<file path="src/rtl/axis_buf_pkg.sv">
// rtl/axis_buf_pkg.sv - shared encodings and helpers for the AXI-Stream frame buffer
package axis_buf_pkg;

    localparam int TLAST_MODE_GEN  = 0;
    localparam int TLAST_MODE_PASS = 1;

    function automatic int clog2(input int value);
        int r;
        r = 0;
        while ((1 << r) < value) begin
            r = r + 1;
        end
        return r;
    endfunction

endpackage

</file>
<file path="src/rtl/axis_fifo_core.sv">
// rtl/axis_fifo_core.sv - first-word fall-through circular buffer with occupancy count
module axis_fifo_core
    import axis_buf_pkg::*;
#(
    parameter int WIDTH = 37,
    parameter int DEPTH = 16
) (
    input  logic                  clk_i,
    input  logic                  rst_ni,
    input  logic                  push_i,
    input  logic [WIDTH-1:0]      wdata_i,
    input  logic                  pop_i,
    output logic [WIDTH-1:0]      rdata_o,
    output logic [clog2(DEPTH):0] level_o,
    output logic                  full_o,
    output logic                  empty_o
);

    localparam int AW = clog2(DEPTH);

    logic [WIDTH-1:0] mem_q [DEPTH];
    logic [AW-1:0]    wr_ptr_q, wr_ptr_d;
    logic [AW-1:0]    rd_ptr_q, rd_ptr_d;
    logic [AW:0]      level_q, level_d;
    logic             push_ok, pop_ok;

    assign full_o  = (level_q == (AW+1)'(DEPTH));
    assign empty_o = (level_q == '0);
    assign push_ok = push_i && !full_o;
    assign pop_ok  = pop_i && !empty_o;
    assign rdata_o = mem_q[rd_ptr_q];
    assign level_o = level_q;

    // DEPTH is a power of two, so the pointers wrap by plain overflow
    always_comb begin
        wr_ptr_d = wr_ptr_q;
        rd_ptr_d = rd_ptr_q;
        level_d  = level_q;
        if (push_ok) begin
            wr_ptr_d = wr_ptr_q + AW'(1);
        end
        if (pop_ok) begin
            rd_ptr_d = rd_ptr_q + AW'(1);
        end
        case ({push_ok, pop_ok})
            2'b10:   level_d = level_q + (AW+1)'(1);
            2'b01:   level_d = level_q - (AW+1)'(1);
            default: level_d = level_q;
        endcase
    end

    always_ff @(posedge clk_i or negedge rst_ni) begin
        if (!rst_ni) begin
            wr_ptr_q <= '0;
            rd_ptr_q <= '0;
            level_q  <= '0;
        end else begin
            wr_ptr_q <= wr_ptr_d;
            rd_ptr_q <= rd_ptr_d;
            level_q  <= level_d;
        end
    end

    always_ff @(posedge clk_i) begin
        if (push_ok) begin
            mem_q[wr_ptr_q] <= wdata_i;
        end
    end

endmodule

</file>
<file path="src/rtl/axis_frame_buffer.sv">
// rtl/axis_frame_buffer.sv - buffered AXI-Stream pass-through with frame tlast and tx_done
module axis_frame_buffer
    import axis_buf_pkg::*;
#(
    parameter int C_S_AXIS_TDATA_WIDTH = 32,
    parameter int FIFO_DEPTH           = 16,
    parameter int FRAME_LEN            = 256,
    parameter int TLAST_MODE           = 0
) (
    input  logic                              axis_aclk,
    input  logic                              axis_aresetn,
    input  logic [C_S_AXIS_TDATA_WIDTH-1:0]   S_AXIS_tdata,
    input  logic [C_S_AXIS_TDATA_WIDTH/8-1:0] S_AXIS_tstrb,
    input  logic                              S_AXIS_tlast,
    input  logic                              S_AXIS_tvalid,
    output logic                              S_AXIS_tready,
    output logic [C_S_AXIS_TDATA_WIDTH-1:0]   M_AXIS_tdata,
    output logic [C_S_AXIS_TDATA_WIDTH/8-1:0] M_AXIS_tstrb,
    output logic                              M_AXIS_tlast,
    output logic                              M_AXIS_tvalid,
    input  logic                              M_AXIS_tready,
    output logic                              tx_done,
    output logic [clog2(FIFO_DEPTH):0]        fifo_level
);

    localparam int DW  = C_S_AXIS_TDATA_WIDTH;
    localparam int SW  = DW / 8;
    localparam int EW  = DW + SW + 1;
    localparam int FCW = (FRAME_LEN > 1) ? clog2(FRAME_LEN) : 1;
    localparam logic [FCW-1:0] FRAME_LAST = FCW'(FRAME_LEN - 1);

    logic           in_ready_q;
    logic [FCW-1:0] frame_cnt_q, frame_cnt_d;
    logic           tx_done_q, tx_done_d;
    logic           push, pop, full, empty, head_last;
    logic [EW-1:0]  head;

    axis_fifo_core #(
        .WIDTH (EW),
        .DEPTH (FIFO_DEPTH)
    ) u_fifo (
        .clk_i   (axis_aclk),
        .rst_ni  (axis_aresetn),
        .push_i  (push),
        .wdata_i ({S_AXIS_tdata, S_AXIS_tstrb, S_AXIS_tlast}),
        .pop_i   (pop),
        .rdata_o (head),
        .level_o (fifo_level),
        .full_o  (full),
        .empty_o (empty)
    );

    // in_ready_q keeps tready low during reset and until the first edge after release
    assign S_AXIS_tready = in_ready_q && !full;
    assign M_AXIS_tvalid = !empty;
    assign push          = S_AXIS_tvalid && S_AXIS_tready;
    assign pop           = M_AXIS_tvalid && M_AXIS_tready;
    assign M_AXIS_tdata  = head[EW-1:SW+1];
    assign M_AXIS_tstrb  = head[SW:1];
    assign head_last     = head[0];
    assign tx_done       = tx_done_q;

    always_comb begin
        if (TLAST_MODE == TLAST_MODE_GEN) begin
            M_AXIS_tlast = M_AXIS_tvalid && (frame_cnt_q == FRAME_LAST);
        end else begin
            M_AXIS_tlast = M_AXIS_tvalid && head_last;
        end
    end

    always_comb begin
        frame_cnt_d = frame_cnt_q;
        tx_done_d   = pop && M_AXIS_tlast;
        if (pop) begin
            if ((frame_cnt_q == FRAME_LAST) ||
                ((TLAST_MODE == TLAST_MODE_PASS) && head_last)) begin
                frame_cnt_d = '0;
            end else begin
                frame_cnt_d = frame_cnt_q + FCW'(1);
            end
        end
    end

    always_ff @(posedge axis_aclk or negedge axis_aresetn) begin
        if (!axis_aresetn) begin
            in_ready_q  <= 1'b0;
            frame_cnt_q <= '0;
            tx_done_q   <= 1'b0;
        end else begin
            in_ready_q  <= 1'b1;
            frame_cnt_q <= frame_cnt_d;
            tx_done_q   <= tx_done_d;
        end
    end

endmodule

</file>
<file path="config.mk">
export PLATFORM = sky130hd
export DESIGN_NAME = axis_frame_buffer
export DESIGN_NICKNAME = d
export VERILOG_FILES = /design/src/rtl/axis_buf_pkg.sv /design/src/rtl/axis_fifo_core.sv /design/src/rtl/axis_frame_buffer.sv
export SDC_FILE = /design/constraint.sdc
export NUM_CORES = 1
export LEC_CHECK = 0
export CAP_MARGIN = 20
export CELL_PAD_IN_SITES_DETAIL_PLACEMENT = 1
export CELL_PAD_IN_SITES_GLOBAL_PLACEMENT = 1
export CORE_ASPECT_RATIO = 1.25
export CORE_UTILIZATION = 57
export DETAILED_ROUTE_END_ITERATION = 12
export PLACE_DENSITY = 0.92
export SKIP_LAST_GASP = 1
export SYNTH_ARGS = -nofsm -noshare
export SYNTH_HDL_FRONTEND = slang
export SYNTH_HIERARCHICAL = 1
export SYNTH_SLANG_ARGS = --single-unit
</file>
<file path="constraint.sdc">
create_clock -name axis_aclk -period 9.9 [get_ports axis_aclk]
set_input_delay 0.99 -clock axis_aclk [delete_from_list [all_inputs] [get_ports axis_aclk]]
set_output_delay 0.99 -clock axis_aclk [all_outputs]
set_load 0.1 [all_outputs]
</file>
Word-level counts from Yosys, hierarchy flattened
Memories as Yosys holds them, arrays and structs flattened.
Cells that the tools add are included.
- register bits: 23
- RAM bits: 592
- input bits: 41
- output and inout port bits: 45
- memories kept: 1
- add/sub/neg operators: 5
- equal/unequal tests: 4
- mux-type cells: 4
- reductions and logical operators: 11
- memories (memory ; depth ; width ; rd ports ; clocked after memory_dff ; write ports ; line ; text):
    u_fifo.mem_q ; 16 ; 37 ; 1 ; 0 ; 1 ; axis_fifo_core.sv:21 ; logic [WIDTH-1:0] mem_q [DEPTH];
- operators with widths (cell ; count):
    one-hot mux 5 bit (2 select lines) ; 1
    adder 4 x 1 -> 4 bit, second input constant ; 2
    adder 8 x 1 -> 8 bit, second input constant ; 1
    == test 8 bit, second input constant ; 1
    2-to-1 mux 8 bit ; 1
    logical AND 1 bit ; 7
    adder 5 x 1 -> 5 bit, second input constant ; 1
    == test 5 bit, second input constant ; 1
    zero test 5 bit ; 1
    subtractor 5 x 1 -> 5 bit, second input constant ; 1
    == test 2 x 1 -> 1 bit, second input constant ; 1
    == test 2 bit, second input constant ; 1
    zero test 1 bit ; 2
    2-to-1 mux 1 bit ; 2
    nonzero test 2 bit ; 1

Depth between registers and ports, before layout
Gate-level depths: netlist of the first run.
- depth in word-level cells: 7
- mapped depth: 16
- mapped depth without buffers: 15

Hierarchy
Netlist of the first run, hierarchy kept.
- by module, submodules not included (module ; times used ; cells an instance ; area each (µm²)):
    axis_fifo_core ; 1 ; 1192 ; 23490.0
    axis_frame_buffer ; 1 ; 49 ; 489.2

Worst setup path after synthesis of the first run
No wires, ideal clock.
- path kind: reg2reg
- from: register u_fifo.level_q[1], in the netlist u_fifo/level_o[1]
- to: memory u_fifo.mem_q[3][0] (enable)
- arrival time: 5.845 ns
- path slack: 3.578 ns
- cell stages (with the launch flop): 10
- path buffers: 1
- period minus slack after synthesis: 6.322 ns
- cell sequence: dfrtp_1 > nor4_1 > nand2_1 > inv_1 > nor2b_1 > and2_1 > and2_1 > buf_2 > nand2_1 > nor3_1
- longest elaborated chain between the ends: 7
- RTL lines (item ; line ; text):
    from (decl) ; axis_fifo_core.sv:24 ; logic [AW:0] level_q, level_d;
    from (signal assigned) ; axis_fifo_core.sv:60 ; level_q <= level_d;
    == test 5 bit ; axis_fifo_core.sv:27 ; assign full_o = (level_q == (AW+1)'(DEPTH));
    via full ; axis_frame_buffer.sv:35 ; logic push, pop, full, empty, head_last;
    zero test 1 bit ; axis_frame_buffer.sv:54 ; assign S_AXIS_tready = in_ready_q && !full;
    logical AND 1 bit ; axis_frame_buffer.sv:54 ;
    via S_AXIS_tready ; axis_frame_buffer.sv:16 ; output logic S_AXIS_tready,
    logical AND 1 bit ; axis_frame_buffer.sv:56 ; assign push = S_AXIS_tvalid && S_AXIS_tready;
    via push ; axis_frame_buffer.sv:35 ;
    logical AND 1 bit ; axis_fifo_core.sv:29 ; assign push_ok = push_i && !full_o;
    2-to-1 mux 1 bit ; axis_fifo_core.sv:65 ; if (push_ok) begin
    2-to-1 mux 1 bit (not written as such) ; axis_fifo_core.sv:66 ; mem_q[wr_ptr_q] <= wdata_i;
    to (decl) ; axis_fifo_core.sv:21 ;
The timed path passes the listed nets, and every way through them passes these cells.

Worst setup path in the final report of the first run
- from: register u_fifo.rd_ptr_q[1]
- to: output port M_AXIS_tdata[27]
- longest elaborated chain between the ends: 1
- RTL lines (item ; line ; text):
    from (decl) ; axis_fifo_core.sv:23 ; logic [AW-1:0] rd_ptr_q, rd_ptr_d;
    from (signal assigned) ; axis_fifo_core.sv:59 ; rd_ptr_q <= rd_ptr_d;
    memory (16 x 37 bit) ; - ;
    to (decl) ; axis_frame_buffer.sv:17 ; output logic [C_S_AXIS_TDATA_WIDTH-1:0] M_AXIS_tdata,
No other way between the ends.

==> results.json, run 1 <==
{
  "worstSetupPathType": "flip-flop to output pin",
  "via_per_inst": 6.60,
  "clkLatencyLatePin_ns": 0.60,
  "p_int_uw": 5260,
  "cts_resized": 0,
  "grt_pass1_vias": 13700,
  "wl_um": 62400,
  "finalSetupTns_ns": 0,
  "drv_slew": 0,
  "num-fill-cells": 3348,
  "power_density_nw_per_um2": 333,
  "worstMarginPinSlew_ns": 1.04,
  "place_ws_ns": 4.31,
  "synthCells": 1213,
  "netSwitchingPower_uw": 3650,
  "drtAntennaViolNets": 0,
  "startpoint": "u_fifo/rd_ptr_q[1]",
  "nNetsFinal": 1371,
  "wire_per_inst_um": 32.7,
  "swShare_pct": 41.0,
  "r2r_end": "u_fifo/level_o[4]",
  "coreArea_um2": 40200,
  "cts_sinks": 599,
  "clk_pin_slew_ns": 0.06,
  "cts_buffer_depth": 3,
  "initial_core_util_pct": 58.1,
  "fin_util_pct": 66.5,
  "yosys_warnings": 6,
  "finalHoldViolations": 0,
  "drc": 0,
  "htree_levels": 2,
  "crit_fanout": 66,
  "root_buffer": "clkbuf_16",
  "netlist_area_um2": 23400,
  "pin_count": 86,
  "reg2reg_depth": 13,
  "pwr-share-seq_pct": 35.1,
  "status": "finished clean",
  "fin_cells": 1911,
  "cts_made_buffers": 56,
  "max_freq_ghz": 0.158,
  "setup_viol": 0,
  "antenna_found_initial": 3,
  "drv_cap": 0,
  "io_buffers": 84,
  "std_cell_rows": 82,
  "die-area_um2": 41800,
  "place_congestion": 0.713,
  "slowest_delay_ns": 1.02,
  "leakage_uw": 0.00886,
  "critPathCapture": "M_AXIS_tdata[27]",
  "pwr-share-comb_pct": 39.8,
  "post-place-cells": 1806,
  "multi_input_area_um2": 5180,
  "cp_slowest_cell": "clkdlybuf4s50_1",
  "hpwlAfterDp_um": 30800,
  "required_ns": 8.91,
  "die_h_um": 228,
  "clockPowerShare_pct": 25.1,
  "cp_cell_sequence": "buf_4, and2_2, buf_4, a21oi_1, o21ai_0, nand2_1, clkdlybuf4s50_1",
  "drive_gt1_share_pct": 18.4,
  "hold_buffers": 0,
  "area_growth_pct": 14.4,
  "grt-ovfl-total": 0,
  "cpMostUsedCell": "buf_4",
  "die_w_um": 183,
  "rsz0062_at_grt": "false",
  "cts_tree": "done",
  "start_kind": "flip-flop",
  "setup_ws_ns": 3.58,
  "hold_path_class": "flip-flop to flip-flop",
  "endpoint_kind": "output pin",
  "fin_skew_ns": 0.0129,
  "hp-start": "u_fifo/level_o[4]",
  "vias": 12600,
  "slew_headroom_pct": 30.8,
  "reg2reg_from": "u_fifo/level_o[0]",
  "vdd_drop_max_v": 0.000326,
  "grt_pass1_wl_um": 91300,
  "avgSynthCellArea_um2": 19.3,
  "period_share_pct": 63.8,
  "ff_latch_area_um2": 17900,
  "r2r_slack_ns": 6.03,
  "critical_path_arrival_ns": 5.33,
  "finalCriticalPeriod_ns": 6.32,
  "postCtsSetupBuffers": 0,
  "drt-pass1-iter-count": 5,
  "track_usage_pct": 30.5,
  "first_iter_violations": 1400,
  "synth_fp_nets": 1265,
  "grt_start_max_net_pins": 74
}
## layer usage
metal | vias to the layer above | track usage [%] | share of wire [%]
li1 | 5140 | - | -
met1 | 6549 | 39.9 | 37
met2 | 790 | 52.2 | 52
met3 | 132 | 4.32 | 8.3
met4 | 2 | 11.0 | 3.1
met5 | - | 0 | 0.027
## cell type report
cell class / count / share of cell area [%]
clock inverters: 36 / 1.42
flip-flops and latches: 599 / 66.8
diodes: 2 / 0.0187
inverters: 12 / 0.168
multi-input cells: 536 / 19.4
clock buffers: 66 / 5.57
well taps: 546 / 2.55
repair buffers: 114 / 4.06
## state kept, by name, indices dropped and copies added, names as in the netlist
name and count:
u_fifo/level_o 5, in_ready_q 1, u_fifo/rd_ptr_q 4, u_fifo/wr_ptr_q 4
tx_done 1, u_fifo/mem_q 576, frame_cnt_q 8
## worst min path at each step
stage | endpoint | cells past startpoint
finish | u_fifo/level_o[4] | 1
CTS | u_fifo/level_o[4] | 1
global route | u_fifo/level_o[4] | 1
global placement | frame_cnt_q[6] | 1
floorplan | frame_cnt_q[6] | 1
detailed placement | u_fifo/level_o[4] | 1
## per-stage QoR
step	cell area [µm²]	hold WS, ns	total power (µW)
detailed placement	24900	0.519	6620
global route	26800	0.557	9130
global placement	24900	0.508	6480
CTS	26700	0.537	8910
floorplan	23400	0.483	5760
finish	26800	0.528	8910
## critical path, delay by kind of cell, from the launching register on
family / cells / cell delay (ns)
AO/OA/AOI/OAI: 2 / 0.62
flip-flops: 1 / 0.87
buffers and inverters: 3 / 2.51
AND/OR/NAND/NOR: 2 / 0.61
## power groups by stage
stage | combinational, µW | clock (µW) | sequential, µW
after detailed placement | 3450 | 0 | 3170
after CTS | 3530 | 2250 | 3130
after global placement | 3330 | 0 | 3150
after global routing | 3670 | 2320 | 3140
final | 3550 | 2240 | 3130
after floorplan | 2640 | 0 | 3120
## cell usage in the layout (no fill, tap or decap), types with 2 or more instances in the layout
cell	n
nand2_1	53
mux4_2	72
diode_2	2
nand3_1	3
mux2i_1	109
ha_1	10
clkdlybuf4s50_1	84
nand4b_1	2
nor2_4	12
clkinv_1	8
clkinvlp_4	2
dfrtp_4	2
mux2_2	37
a22oi_1	36
nor3_1	2
dfrtp_1	20
a221oi_1	36
and2_1	2
xor2_1	3
buf_4	29
a21oi_1	39
nand2b_1	5
o21ai_0	79
xnor2_1	10
nor2b_1	3
edfxtp_1	576
nor3_2	4
nand4_1	2
clkbuf_16	57
clkbuf_8	3
inv_1	12
clkbuf_1	6
bufinv_16	8
clkinv_2	17
nor4_1	2
(Power assumes the default switching activity.)
==> run 2: changes to the inputs <==
- CORE_UTILIZATION: 57 -> 48
- PLACE_DENSITY: 0.92 -> 0.83
- clock period: 9.9 -> 5.8 ns (I/O delays scaled with it)
==> results.json, run 2 (synthesis results as in run 1) <==
{
  "slew_headroom_pct": 25.0,
  "drtAntennaViolNets": 0,
  "slowest_delay_ns": 1.00,
  "grt-ovfl-total": 0,
  "vias": 12100,
  "drc": 0,
  "antenna_found_initial": 4,
  "vdd_drop_max_v": 0.000392,
  "die_h_um": 249,
  "rsz0062_at_grt": "false",
  "grt_pass1_wl_um": 84100,
  "grt_pass1_vias": 13100,
  "setup_ws_ns": 1.63,
  "endpoint_kind": "output pin",
  "cts_made_buffers": 55,
  "largest-register": "u_fifo/mem_q",
  "worstSetupPathType": "flip-flop to output pin",
  "die_w_um": 199,
  "final_area_um2": 26700,
  "drive_gt1_share_pct": 20.2,
  "cp_cell_sequence": "buf_4, nand2b_1, o21ai_0, a21oi_1, o21ai_0, nand2_1, clkdlybuf4s50_1",
  "postCtsSetupBuffers": 0,
  "setup_viol": 0,
  "cts_tree": "done",
  "start_kind": "flip-flop",
  "cpMostUsedCell": "o21ai_0",
  "max_freq_ghz": 0.240,
  "cts_resized": 0,
  "root_buffer": "clkbuf_16",
  "largest_reg_flops": 576,
  "p_total_uw": 14700,
  "status": "finished clean",
  "finalSetupTns_ns": 0,
  "finalHoldViolations": 0,
  "crit_fanout": 32,
  "clk_pin_slew_ns": 0.06,
  "place_congestion": 0.749,
  "required_ns": 5.22,
  "grt_start_max_net_pins": 114,
  "drv_cap": 0,
  "wl_um": 57200,
  "clkLatencyLatePin_ns": 0.60,
  "cp_slowest_cell": "clkdlybuf4s50_1",
  "hold_buffers": 0,
  "initial_core_util_pct": 48.5,
  "htree_levels": 2,
  "final_cell_mix": "edfxtp_1 (576), mux2i_1 (109), o21ai_0 (79)",
  "worstMarginPinSlew_ns": 1.12,
  "drv_slew": 0,
  "worst-path-buf-inv": 2,
  "leakage_uw": 0.00883,
  "std_cell_rows": 90,
  "fin_skew_ns": 0.0272,
  "cts_sinks": 599,
  "dpl-instance-area_um2": 24900,
  "pin_count": 86,
  "coreArea_um2": 48200,
  "crit_family": "buffers and inverters",
  "nNetsFinal": 1370,
  "power_density_nw_per_um2": 551,
  "hpwlAfterDp_um": 31600,
  "critical_path_arrival_ns": 3.59,
  "first_iter_violations": 1077,
  "place_ws_ns": 1.87,
  "via_per_inst": 6.06,
  "track_usage_pct": 23.5,
  "area_growth_pct": 14.2,
  "die-area_um2": 49600,
  "finalCriticalPeriod_ns": 4.17,
  "cts_buffer_depth": 3,
  "final_common_cell": "edfxtp_1",
  "drt-pass1-iter-count": 7,
  "wire_per_inst_um": 28.5,
  "io_buffers": 84,
  "period_share_pct": 71.8,
  "hold_path_class": "input port to async pin"
}
[run 2: power by group]
| part | switching [µW] | internal (µW) |
|---|---|---|
| combinational | 4240 | 1680 |
| clock | 1530 | 1990 |
| sequential | 249 | 5020 |
[run 2: layer usage]
metal / vias to the layer above / part of all wire (%) / GRT usage [%]
li1: 5144 / - / -
met5: - / 0.070 / 0
met3: 141 / 5.8 / 3.64
met1: 6427 / 38 / 29.4
met2: 423 / 52 / 41.0
met4: 6 / 3.5 / 8.55
[run 2: final timing paths]
check	to	slack, ns	from	cells after the start
max in group asynchronous	u_fifo/rd_ptr_q[0]	5.12	axis_aresetn	2
min in group axis_aclk	u_fifo/level_o[4]	0.52	u_fifo/level_o[4]	1
min	u_fifo/level_o[0]	0.35	axis_aresetn	2
min reg2reg	u_fifo/level_o[4]	0.52	u_fifo/level_o[4]	1
max	M_AXIS_tdata[11]	1.63	u_fifo/rd_ptr_q[2]	7
max reg2reg	u_fifo/level_o[4]	2.08	u_fifo/level_o[0]	13
[run 2: through the flow]
step	utilization [%]	hold WS (ns)	std cells
2_1_floorplan	-	0.284	1213
3_3_place_gp	51.7	0.508	1904
3_5_place_dp	51.8	0.506	1905
4_1_cts	55.4	0.344	2004
5_1_grt	55.4	0.391	2005
6_report	55.4	0.353	2005
[run 2: worst register-to-register path: cells and delay by family (launching register included)]
family          cells  cell delay, ns
flops               1            0.43
compound gates      1            0.11
xor+xnor            1            0.14
fa+ha+maj           2            0.78
buf+inv             2            0.29
simple gates        7            1.84
[run 2: final cells by class]
| cell class | count | area (µm²) |
|---|---|---|
| fill | 4316 | 21500 |
| sequential | 599 | 17900 |
| multi-input combinational | 536 | 5210 |
| clock buffer | 72 | 1490 |
| timing repair buffer | 114 | 1000 |
| tap | 644 | 806 |
| clock inverter | 27 | 255 |
| inverter | 12 | 45.0 |
| antenna | 1 | 2.50 |
